===== config.mk =====
export PLATFORM = sky130hd
export DESIGN_NAME = rnd_stc_sched
export DESIGN_NICKNAME = d
export VERILOG_FILES = /design/src/rtl/rnd_stc_pkg.sv /design/src/rtl/rnd_stc_rr_arb.sv /design/src/rtl/rnd_stc_sched.sv
export SDC_FILE = /design/constraint.sdc
export NUM_CORES = 1
export LEC_CHECK = 0
export CAP_MARGIN = 0
export CORE_UTILIZATION = 43
export CTS_CLUSTER_SIZE = 14
export DETAILED_ROUTE_END_ITERATION = 10
export PLACE_DENSITY = 0.77
export SYNTH_ARGS = -nofsm -noshare
export SYNTH_HDL_FRONTEND = slang
export SYNTH_SLANG_ARGS = --single-unit

===== constraint.sdc =====
create_clock -name i_clk -period 3.9 [get_ports i_clk]
set_input_delay 0.78 -clock i_clk [delete_from_list [all_inputs] [get_ports i_clk]]
set_output_delay 0.78 -clock i_clk [all_outputs]
set_load 0.03 [all_outputs]

===== src/rtl/rnd_stc_pkg.sv =====
// rnd_stc_pkg: default datapath widths, latency and result record
// shared by the rnd_stc scheduler and its arbiter.
package rnd_stc_pkg;

  localparam int DEF_N_REQ   = 4;
  localparam int DEF_WIDTH_I = 24;
  localparam int DEF_WIDTH_O = 4;
  localparam int DEF_LAT     = 2;
  localparam int DEF_TAG_W   = $clog2(DEF_N_REQ);

  typedef struct packed {
    logic [DEF_WIDTH_O-1:0] man;
    logic                   ofl;
    logic [DEF_TAG_W-1:0]   tag;
  } rnd_res_t;

  function automatic int idx_w(input int n);
    return (n > 1) ? $clog2(n) : 1;
  endfunction

endpackage


===== src/rtl/rnd_stc_rr_arb.sv =====
// rnd_stc_rr_arb: one-hot round-robin arbiter; the search starts one
// past the last granted requester and the pointer moves only on a grant.
module rnd_stc_rr_arb
  import rnd_stc_pkg::*;
#(
  parameter  int N  = 4,
  localparam int IW = idx_w(N)
) (
  input  logic          clk_i,
  input  logic          rst_ni,
  input  logic [N-1:0]  req_i,
  input  logic          en_i,
  output logic [N-1:0]  gnt_o,
  output logic [IW-1:0] idx_o
);

  logic [IW-1:0] ptr_q, ptr_d;
  logic [IW-1:0] j;
  logic          found;

  always_comb begin
    gnt_o = '0;
    idx_o = '0;
    found = 1'b0;
    j     = '0;
    for (int i = 1; i <= N; i++) begin
      j = IW'((int'(ptr_q) + i) % N);
      if (en_i && !found && req_i[j]) begin
        found    = 1'b1;
        gnt_o[j] = 1'b1;
        idx_o    = j;
      end
    end
    ptr_d = found ? idx_o : ptr_q;
  end

  // Reset to N-1 so the first search lands on requester 0.
  always_ff @(posedge clk_i or negedge rst_ni) begin
    if (!rst_ni) ptr_q <= IW'(N - 1);
    else         ptr_q <= ptr_d;
  end

endmodule


===== src/rtl/rnd_stc_sched.sv =====
// rnd_stc_sched: shares one rnd_stc datapath among N_REQ requesters.
// Define RND_STC_SCHED_STATS_EN to add the o_ofl_cnt overflow counter.
module rnd_stc_sched
  import rnd_stc_pkg::*;
#(
  parameter  int N_REQ   = DEF_N_REQ,
  parameter  int WIDTH_I = DEF_WIDTH_I,
  parameter  int WIDTH_O = DEF_WIDTH_O,
  parameter  int LAT     = DEF_LAT,
  parameter  int DEPTH   = LAT + 2,
  localparam int TW      = idx_w(N_REQ),
  localparam int PW      = idx_w(DEPTH),
  localparam int CW      = $clog2(DEPTH + 1)
) (
  input  logic                     i_clk,
  input  logic                     i_rst_n,
  input  logic [N_REQ-1:0]         i_req_vld,
  output logic [N_REQ-1:0]         o_req_rdy,
  input  logic [N_REQ*WIDTH_I-1:0] i_req_num,
  output logic [WIDTH_I-1:0]       o_dp_num,
  input  logic [WIDTH_O-1:0]       i_dp_man,
  input  logic                     i_dp_ofl,
  output logic                     o_vld,
  input  logic                     i_rdy,
  output logic [WIDTH_O-1:0]       o_man,
  output logic                     o_ofl,
  output logic [TW-1:0]            o_tag
`ifdef RND_STC_SCHED_STATS_EN
  ,
  output logic [15:0]              o_ofl_cnt
`endif
);

  logic [N_REQ-1:0]   gnt;
  logic [TW-1:0]      gnt_idx;
  logic               credit;
  logic               issue;
  logic               push;
  logic               pop;
  logic [CW-1:0]      cnt_q, cnt_d;
  logic [CW-1:0]      occ_q, occ_d;
  logic [PW-1:0]      wr_q, rd_q;
  logic [WIDTH_I-1:0] dp_num_q;
  logic [LAT-1:0]     pv_q;
  logic [TW-1:0]      pt_q [LAT];
  logic [WIDTH_O-1:0] man_q [DEPTH];
  logic [DEPTH-1:0]   ofl_q;
  logic [TW-1:0]      tag_q [DEPTH];

  function automatic logic [PW-1:0] inc(input logic [PW-1:0] p);
    return (p == PW'(DEPTH - 1)) ? '0 : p + 1'b1;
  endfunction

  // Credits cover both in-flight and queued results, so the FIFO
  // can never be written while full.
  assign credit = cnt_q < CW'(DEPTH);

  rnd_stc_rr_arb #(
    .N (N_REQ)
  ) u_arb (
    .clk_i  (i_clk),
    .rst_ni (i_rst_n),
    .req_i  (i_req_vld),
    .en_i   (credit & i_rst_n),
    .gnt_o  (gnt),
    .idx_o  (gnt_idx)
  );

  assign o_req_rdy = gnt;
  assign issue     = |(gnt & i_req_vld);
  assign push      = pv_q[LAT-1];
  assign o_vld     = occ_q != '0;
  assign pop       = o_vld & i_rdy;
  assign cnt_d     = cnt_q + CW'(issue) - CW'(pop);
  assign occ_d     = occ_q + CW'(push) - CW'(pop);

  assign o_dp_num = dp_num_q;
  assign o_man    = o_vld ? man_q[rd_q] : '0;
  assign o_ofl    = o_vld & ofl_q[rd_q];
  assign o_tag    = o_vld ? tag_q[rd_q] : '0;

  always_ff @(posedge i_clk or negedge i_rst_n) begin
    if (!i_rst_n) begin
      dp_num_q <= '0;
    end else if (issue) begin
      dp_num_q <= i_req_num[gnt_idx*WIDTH_I +: WIDTH_I];
    end
  end

  // Valid/tag shadow of the datapath; stage LAT-1 marks the cycle
  // in which i_dp_man/i_dp_ofl belong to that tag.
  always_ff @(posedge i_clk or negedge i_rst_n) begin
    if (!i_rst_n) begin
      pv_q <= '0;
      for (int i = 0; i < LAT; i++) pt_q[i] <= '0;
    end else begin
      pv_q[0] <= issue;
      pt_q[0] <= gnt_idx;
      for (int i = 1; i < LAT; i++) begin
        pv_q[i] <= pv_q[i-1];
        pt_q[i] <= pt_q[i-1];
      end
    end
  end

  always_ff @(posedge i_clk or negedge i_rst_n) begin
    if (!i_rst_n) begin
      cnt_q <= '0;
      occ_q <= '0;
      wr_q  <= '0;
      rd_q  <= '0;
      ofl_q <= '0;
      for (int k = 0; k < DEPTH; k++) begin
        man_q[k] <= '0;
        tag_q[k] <= '0;
      end
    end else begin
      cnt_q <= cnt_d;
      occ_q <= occ_d;
      if (push) begin
        man_q[wr_q] <= i_dp_man;
        ofl_q[wr_q] <= i_dp_ofl;
        tag_q[wr_q] <= pt_q[LAT-1];
        wr_q        <= inc(wr_q);
      end
      if (pop) rd_q <= inc(rd_q);
    end
  end

`ifdef RND_STC_SCHED_STATS_EN
  logic [15:0] ofl_cnt_q;

  always_ff @(posedge i_clk or negedge i_rst_n) begin
    if (!i_rst_n) begin
      ofl_cnt_q <= '0;
    end else if (pop && o_ofl && ofl_cnt_q != 16'hFFFF) begin
      ofl_cnt_q <= ofl_cnt_q + 16'd1;
    end
  end

  assign o_ofl_cnt = ofl_cnt_q;
`endif

endmodule


## After elaboration in Yosys (flattened, before gate mapping)

Index checks and enable logic that the tools add are counted.

- Add/subtract/negate cells: 10
- Multiply operators: 1
- Order comparisons: 15
- Eq/ne operators: 2
- Shifts and indexed selects: 1
- Muxes and demuxes: 49
- Bitwise logic cells: 9
- Reduce and logical (&&, ||, !) cells: 18

Operators by type and width:

| operator | number |
|---|---|
| 96-bit by 8-bit variable part select with 24-bit output | 1 |
| 4-bit two-way mux | 8 |
| 2-bit two-way mux | 10 |
| 2-bit by 3-bit less-than comparator with 1-bit output (second input constant) | 6 |
| 16-bit bitwise mux | 1 |
| 1-bit two-way mux | 14 |
| 1-bit logical AND | 13 |
| 4-bit bitwise OR | 3 |
| 1-bit binary-select mux with 2-bit select | 5 |
| 1-bit demux with 2-bit select | 5 |
| 2-bit by 1-bit >= comparator with 1-bit output (second input constant) | 5 |
| 2-bit by 1-bit adder with 2-bit output (second input constant) | 4 |
| 4-bit binary-select mux with 2-bit select | 1 |
| 8-bit bitwise mux | 1 |
| 4-bit demux with 2-bit select | 1 |
| 3-bit by 1-bit adder with 3-bit output | 2 |
| 3-bit >= comparator (second input constant) | 2 |
| 2-bit NOT with 3-bit output | 2 |
| 3-bit by 1-bit subtractor with 3-bit output | 2 |
| 2-bit adder (second input constant) | 2 |
| 4-bit AND | 1 |
| 2-bit binary-select mux with 2-bit select | 1 |
| 4-bit bitwise mux | 1 |
| 2-bit demux with 2-bit select | 1 |
| other kinds (8) | 13 |

- Bits in registers: 70
- Input bits: 108
- Output and inout bits: 36

## Logic depth before layout (Yosys ltp)

- Depth after elaboration: 21
- Mapped depth: 16
- Mapped depth without buffers: 12

## By module

A second synthesis with hierarchy kept.

- Cells, all modules: 290
- Area total of the unflattened synthesis: 4,180.3 µm²

By module, submodules not included:

| module | times used | cells an instance | area an instance (µm²) |
|---|---|---|---|
| rnd_stc_sched | 1 | 210 | 3,522.1 |
| rnd_stc_rr_arb | 1 | 80 | 658.1 |

## Least setup slack after synthesis

Ideal clock, no wire load.

- Path kind: register to register
- Start point: register u_arb.ptr_q[0]
- End point: register cnt_q[2]
- Data arrival time: 3.854 ns
- Setup slack: -0.076 ns
- Cell stages (with the launch flop): 17
- Cells stage by stage: dfstp_2 > buf_2 > buf_4 > inv_1 > ha_1 > buf_2 > mux2i_1 > a311oi_1 > a22o_1 > a32oi_1 > o211a_4 > buf_6 > inv_1 > ha_1 > fa_1 > xor2_1 > xnor2_1

- Word-level cells in the longest chain between the ends: 21
- Elaborated cells between the ends (all ways): 56
- Those cells by class: add/sub: 6; order compare: 8; mux: 23; bitwise: 4; reduce/logical: 15

Ends and longest elaborated chain:

| what | RTL line | source |
|---|---|---|
| from (decl) | rnd_stc_rr_arb.sv:17 | `logic [IW-1:0] ptr_q, ptr_d;` |
| from (signal assigned) | rnd_stc_rr_arb.sv:39 | `if (!rst_ni) ptr_q <= IW'(N - 1);` |
| from (signal assigned) | rnd_stc_rr_arb.sv:40 | `else ptr_q <= ptr_d;` |
| branches (longest 16 deep; another with 2-bit by 3-bit less-than comparator with 1-bit output) | - |  |
| 4-bit two-way mux (*) | rnd_stc_rr_arb.sv:28 | `if (en_i && !found && req_i[j]) begin` |
| 4-bit AND (*) | rnd_stc_sched.sv:70 | `assign issue = \|(gnt & i_req_vld);` |
| 4-bit OR reduction (*) | rnd_stc_sched.sv:70 |  |
| net issue | rnd_stc_sched.sv:37 | `logic issue;` |
| 3-bit by 1-bit adder with 3-bit output (*) | rnd_stc_sched.sv:74 | `assign cnt_d = cnt_q + CW'(issue) - CW'(pop);` |
| 3-bit by 1-bit subtractor with 3-bit output (*) | rnd_stc_sched.sv:74 |  |
| net cnt_d[2] | rnd_stc_sched.sv:40 | `logic [CW-1:0] cnt_q, cnt_d;` |
| to (signal assigned) | rnd_stc_sched.sv:118 | `cnt_q <= cnt_d;` |
| to (decl) | rnd_stc_sched.sv:40 |  |

Mark *: on every way through the listed nets, which the timed path passes. The select of a mux whose other input is x is not followed.
A chain may end at the register's enable or synchronous reset.

## Final worst setup path

- Start point: input i_req_vld[0]
- End point: output o_req_rdy[2]

- Word-level cells in the longest chain between the ends: 16
- Elaborated cells between the ends (all ways): 28
- Those cells by class: mux: 15; bitwise: 3; reduce/logical: 10

Ends and longest elaborated chain:

| what | RTL line | source |
|---|---|---|
| from (decl) | rnd_stc_sched.sv:17 | `input logic [N_REQ-1:0] i_req_vld,` |
| 1-bit binary-select mux with 2-bit select | rnd_stc_rr_arb.sv:28 |  |
| 1-bit two-way mux (not written as such) | rnd_stc_rr_arb.sv:28 |  |
| 1-bit logical AND | rnd_stc_rr_arb.sv:28 |  |
| 1-bit two-way mux | rnd_stc_rr_arb.sv:28 |  |
| 1-bit zero test | rnd_stc_rr_arb.sv:28 |  |
| 1-bit logical AND (2 in series) | rnd_stc_rr_arb.sv:28 |  |
| 1-bit two-way mux | rnd_stc_rr_arb.sv:28 |  |
| 1-bit zero test | rnd_stc_rr_arb.sv:28 |  |
| 1-bit logical AND (2 in series) | rnd_stc_rr_arb.sv:28 |  |
| 1-bit two-way mux | rnd_stc_rr_arb.sv:28 |  |
| 1-bit zero test | rnd_stc_rr_arb.sv:28 |  |
| 1-bit logical AND (2 in series) | rnd_stc_rr_arb.sv:28 |  |
| 4-bit two-way mux (*) | rnd_stc_rr_arb.sv:28 |  |
| to (decl) | rnd_stc_sched.sv:18 | `output logic [N_REQ-1:0] o_req_rdy,` |

Mark *: on every way between the ends. The rest lies on a longest branch, timed or not. The select of a mux whose other input is x is not followed.

==> reports/metrics.yaml <==
run_status:
  status: "complete, no violations"
power_and_ir_drop:
  ir_drop_mv: 0.4766
  p_leak_nw: 2.578
  cellPowerDensity_mw_per_mm2: 726.5
synth:
  synth_adder_area_share: 0.05378
  synthesis.nets: 549
  syn_inst: 422
  yosys.area_share.simple: 0.05538
  muxShareOfSynthArea: 0.1331
  yosysWarnings: 0
  synth.yosys.seq_area_share: 0.3733
  ys.flop_type: "dfrtp_1"
  synth_area_mm2: 0.004700
  synth_top_family_by_area: "compound AO/OA/AOI/OAI gates"
  synth_edf_count: 0
  synth-compound-area-share: 0.3179
  synth-seq-cells: 70
  async_flop_share: 1.000
  ys_types: 51
  synth_area_per_cell_um2: 11.14
  synth-xor-area-share: 0.007455
place:
  numPortBuffers: 143
  dp_hpwl_um: 9813
  post_dp_cell_area_mm2: 0.006326
  dp.cells: 687
  place.gp.congestion: 0.8555
  post-place-ws_ps: -35.44
routing:
  vias: 4109
  routed_wl_um: 13220
  routedWlPerCell_um: 18.81
  ant_nets: 0
  routed_via_density: 5.845
  drtPass1Iterations: 5
  drt_iter0_markers: 281
  drc: 0
grt:
  grt_max_degree: 71
  overflow: 0
  grt_pass1_wl_um: 21700
  grt_antenna_before_repair: 0
  first_global_vias: 4269
  grt_usage: 0.2431
cts:
  cts_tree: "built"
  cts_htree_levels: 3
  clk_pin_slew_worst_paths_ps: 90
  post-cts-setup-buffer-count: 0
  clock_latency_ps: 350
  ctsHoldBuffers: 0
  cts.sinks: 70
  root_buffer: "clkbuf_8"
  numCtsBuffers: 9
  clock_path_buffers: 2
  post_cts_resized: 0
timing:
  hold_violations: 0
  rsz0062_at_grt: "false"
  fmax_ghz: 0.2720
  post-route-period-util: 0.9428
  worst_clock_skew_ps: 11.21
  finalSetupViolCount: 0
  layout_setup_ws_ps: 223.2
  hold_slack_ps: 348.0
  period_minus_slack_ps: 3677
  max-slew-margin-rel: 0.4064
  worstMarginPinSlew_ps: 890.5
  setup_tns_ps: 0
  finalMaxSlewViolations: 0
run:
  maxCapViolCount: 0
floorplanning:
  core_mm2: 0.01046
  die_y_um: 106.5
  die_w_um: 106.5
  row_count: 37
  initial_core_util: 0.4492
  die-area_mm2: 0.01135
  io_pins: 144
critical_path:
  cp_slowest_cell: "clkdlybuf4s50_1"
  startpoint_type: "input pin"
  arrival_ps: 2900
  critical_path.cell_chain: "clkdlybuf4s50_1, buf_4, mux2i_1, nand3_1, a22o_1, and2_1, a221o_1, buf_4"
  crit_top_cell: "buf_4"
  max_stage_delay_ps: 530
  path_delay_family: "buffers and inverters"
  cp-end-kind: "output pin"
  cp_max_fo: 7
  path_buf_inv: 3
  critical_path_class: "in -> out"
  cp.required_ps: 3120
cells_and_area:
  layout-drive-gt1-share: 0.2169
  layoutNonFillerInstCount: 703
  n_fill_cell: 883
  diodes: 0
  area_growth_pct: 38.55
  fin_area_mm2: 0.006511
  fin_nets: 689
min_path:
  hold_path.class: "reg -> reg"
[cell families (layout without fill, tap and decap cells)]
group | Yosys count | in the layout
AO/OA/AOI/OAI | 177 | 177
flip-flops | 70 | 70
buffers and inverters | 61 | 206
AND/OR/NAND/NOR | 46 | 46
multiplexers | 45 | 45
adder cells (fa/ha/maj) | 19 | 19
XOR/XNOR | 4 | 4
[routing by layer]
layer,wire (µm),global-route usage,part of all wire,vias to the layer above
met3,685,0.04598,0.052,17
met2,6637,0.4235,0.50,137
met4,237,0.08023,0.018,0
li1,-,-,-,1925
met5,0,0,0,-
met1,5664,0.3017,0.43,2030
[cell usage in the layout (no fill, tap or decap), drive strengths merged, types with 2 or more instances in the layout]
master | synthesis | final
a211oi | 50 | 50
a21boi | 49 | 49
a21oi | 5 | 5
a221o | 3 | 3
a222oi | 2 | 2
a311oi | 2 | 2
a32o | 2 | 2
and2 | 11 | 11
buf | 22 | 34
clkbuf | 21 | 9
clkdlybuf4s50 | 0 | 138
clkinvlp | 0 | 2
dfrtp | 68 | 68
dfstp | 2 | 2
fa | 2 | 2
ha | 17 | 17
inv | 18 | 23
mux2 | 30 | 30
mux2i | 4 | 4
mux4 | 11 | 11
nand2 | 15 | 15
nand3 | 2 | 2
nand3b | 2 | 2
nor2 | 3 | 3
nor2b | 2 | 2
nor3 | 3 | 3
nor3b | 2 | 2
o2111ai | 25 | 25
o21ai | 7 | 7
o31ai | 24 | 24
or3 | 2 | 2
xnor2 | 3 | 3
[cells in the mapped netlist, types with 2 or more instances]
cell type	count	area, µm²
mux4_2	11	247.7
o31ai_2	19	237.7
o21ai_0	6	30.03
nor3b_1	2	15.01
buf_2	18	90.09
buf_6	3	33.78
o31ai_1	5	37.54
nor2_1	3	11.26
nand2_1	15	56.30
nor3_1	3	15.01
or3_1	2	12.51
nor2b_1	2	12.51
a222oi_1	2	20.02
dfstp_2	2	52.55
inv_1	17	63.81
and2_1	11	68.82
nand3_1	2	10.01
fa_1	2	40.04
nand3b_1	2	15.01
o2111ai_1	25	219.0
clkbuf_1	21	78.83
mux2_2	30	337.8
a311oi_1	2	17.52
a221o_1	3	30.03
ha_1	17	212.7
a211oi_1	49	367.9
mux2i_1	4	40.04
a21oi_1	4	20.02
xnor2_1	3	26.28
dfrtp_1	68	1702
a21boi_0	49	367.9
[area by class of cell]
cell class,count,area (µm²),share of cell area
Inverter,18,67.56,0.01038
Sequential cell,70,1754,0.2694
Clock buffer,9,123.9,0.01902
Tap cell,136,170.2,0.02613
Timing Repair Buffer,172,1637,0.2513
Clock inverter,7,61.31,0.009416
Multi-Input combinational cell,291,2698,0.4143
[report_power, final]
part / total [mW] / leakage [nW] / internal, mW / switching (mW)
Combinational: 2.86 / 1.62 / 1.31 / 1.55
Sequential: 1.30 / 0.864 / 1.07 / 0.229
Clock: 0.563 / 0.0892 / 0.244 / 0.318
[stage by stage]
stage                     power (mW)    util
after floorplan                3.240       -
after global placement         4.110  0.6046
after detailed placement       4.199  0.6046
after CTS                      4.775  0.6223
after global routing           5.063  0.6223
final                          4.730  0.6223
[final timing paths]
check | from | endpoint | slack (ps) | depth (start not counted)
setup / recovery | i_req_vld[0] | o_req_rdy[2] | 220 | 8
hold / removal | pt_q[2] | pt_q[0] | 350 | 0
setup reg to reg | u_arb.ptr_q[0] | o_dp_num[13] | 390 | 9
hold reg to reg | pt_q[2] | pt_q[0] | 350 | 0
max in group asynchronous | i_rst_n | o_dp_num[22] | 2660 | 2
min in group asynchronous | i_rst_n | wr_q[1] | 660 | 2
[registers in the layout (all words and copies together) (netlist names)]
signal,flops
u_arb.ptr_q,2
o_dp_num,24
pv_q,2
pt_q,4
wr_q,2
occ_q,3
man_q,16
ofl_q,4
tag_q,8
rd_q,2
cnt_q,3
No activity file was read; power rests on OpenSTA's default activity.
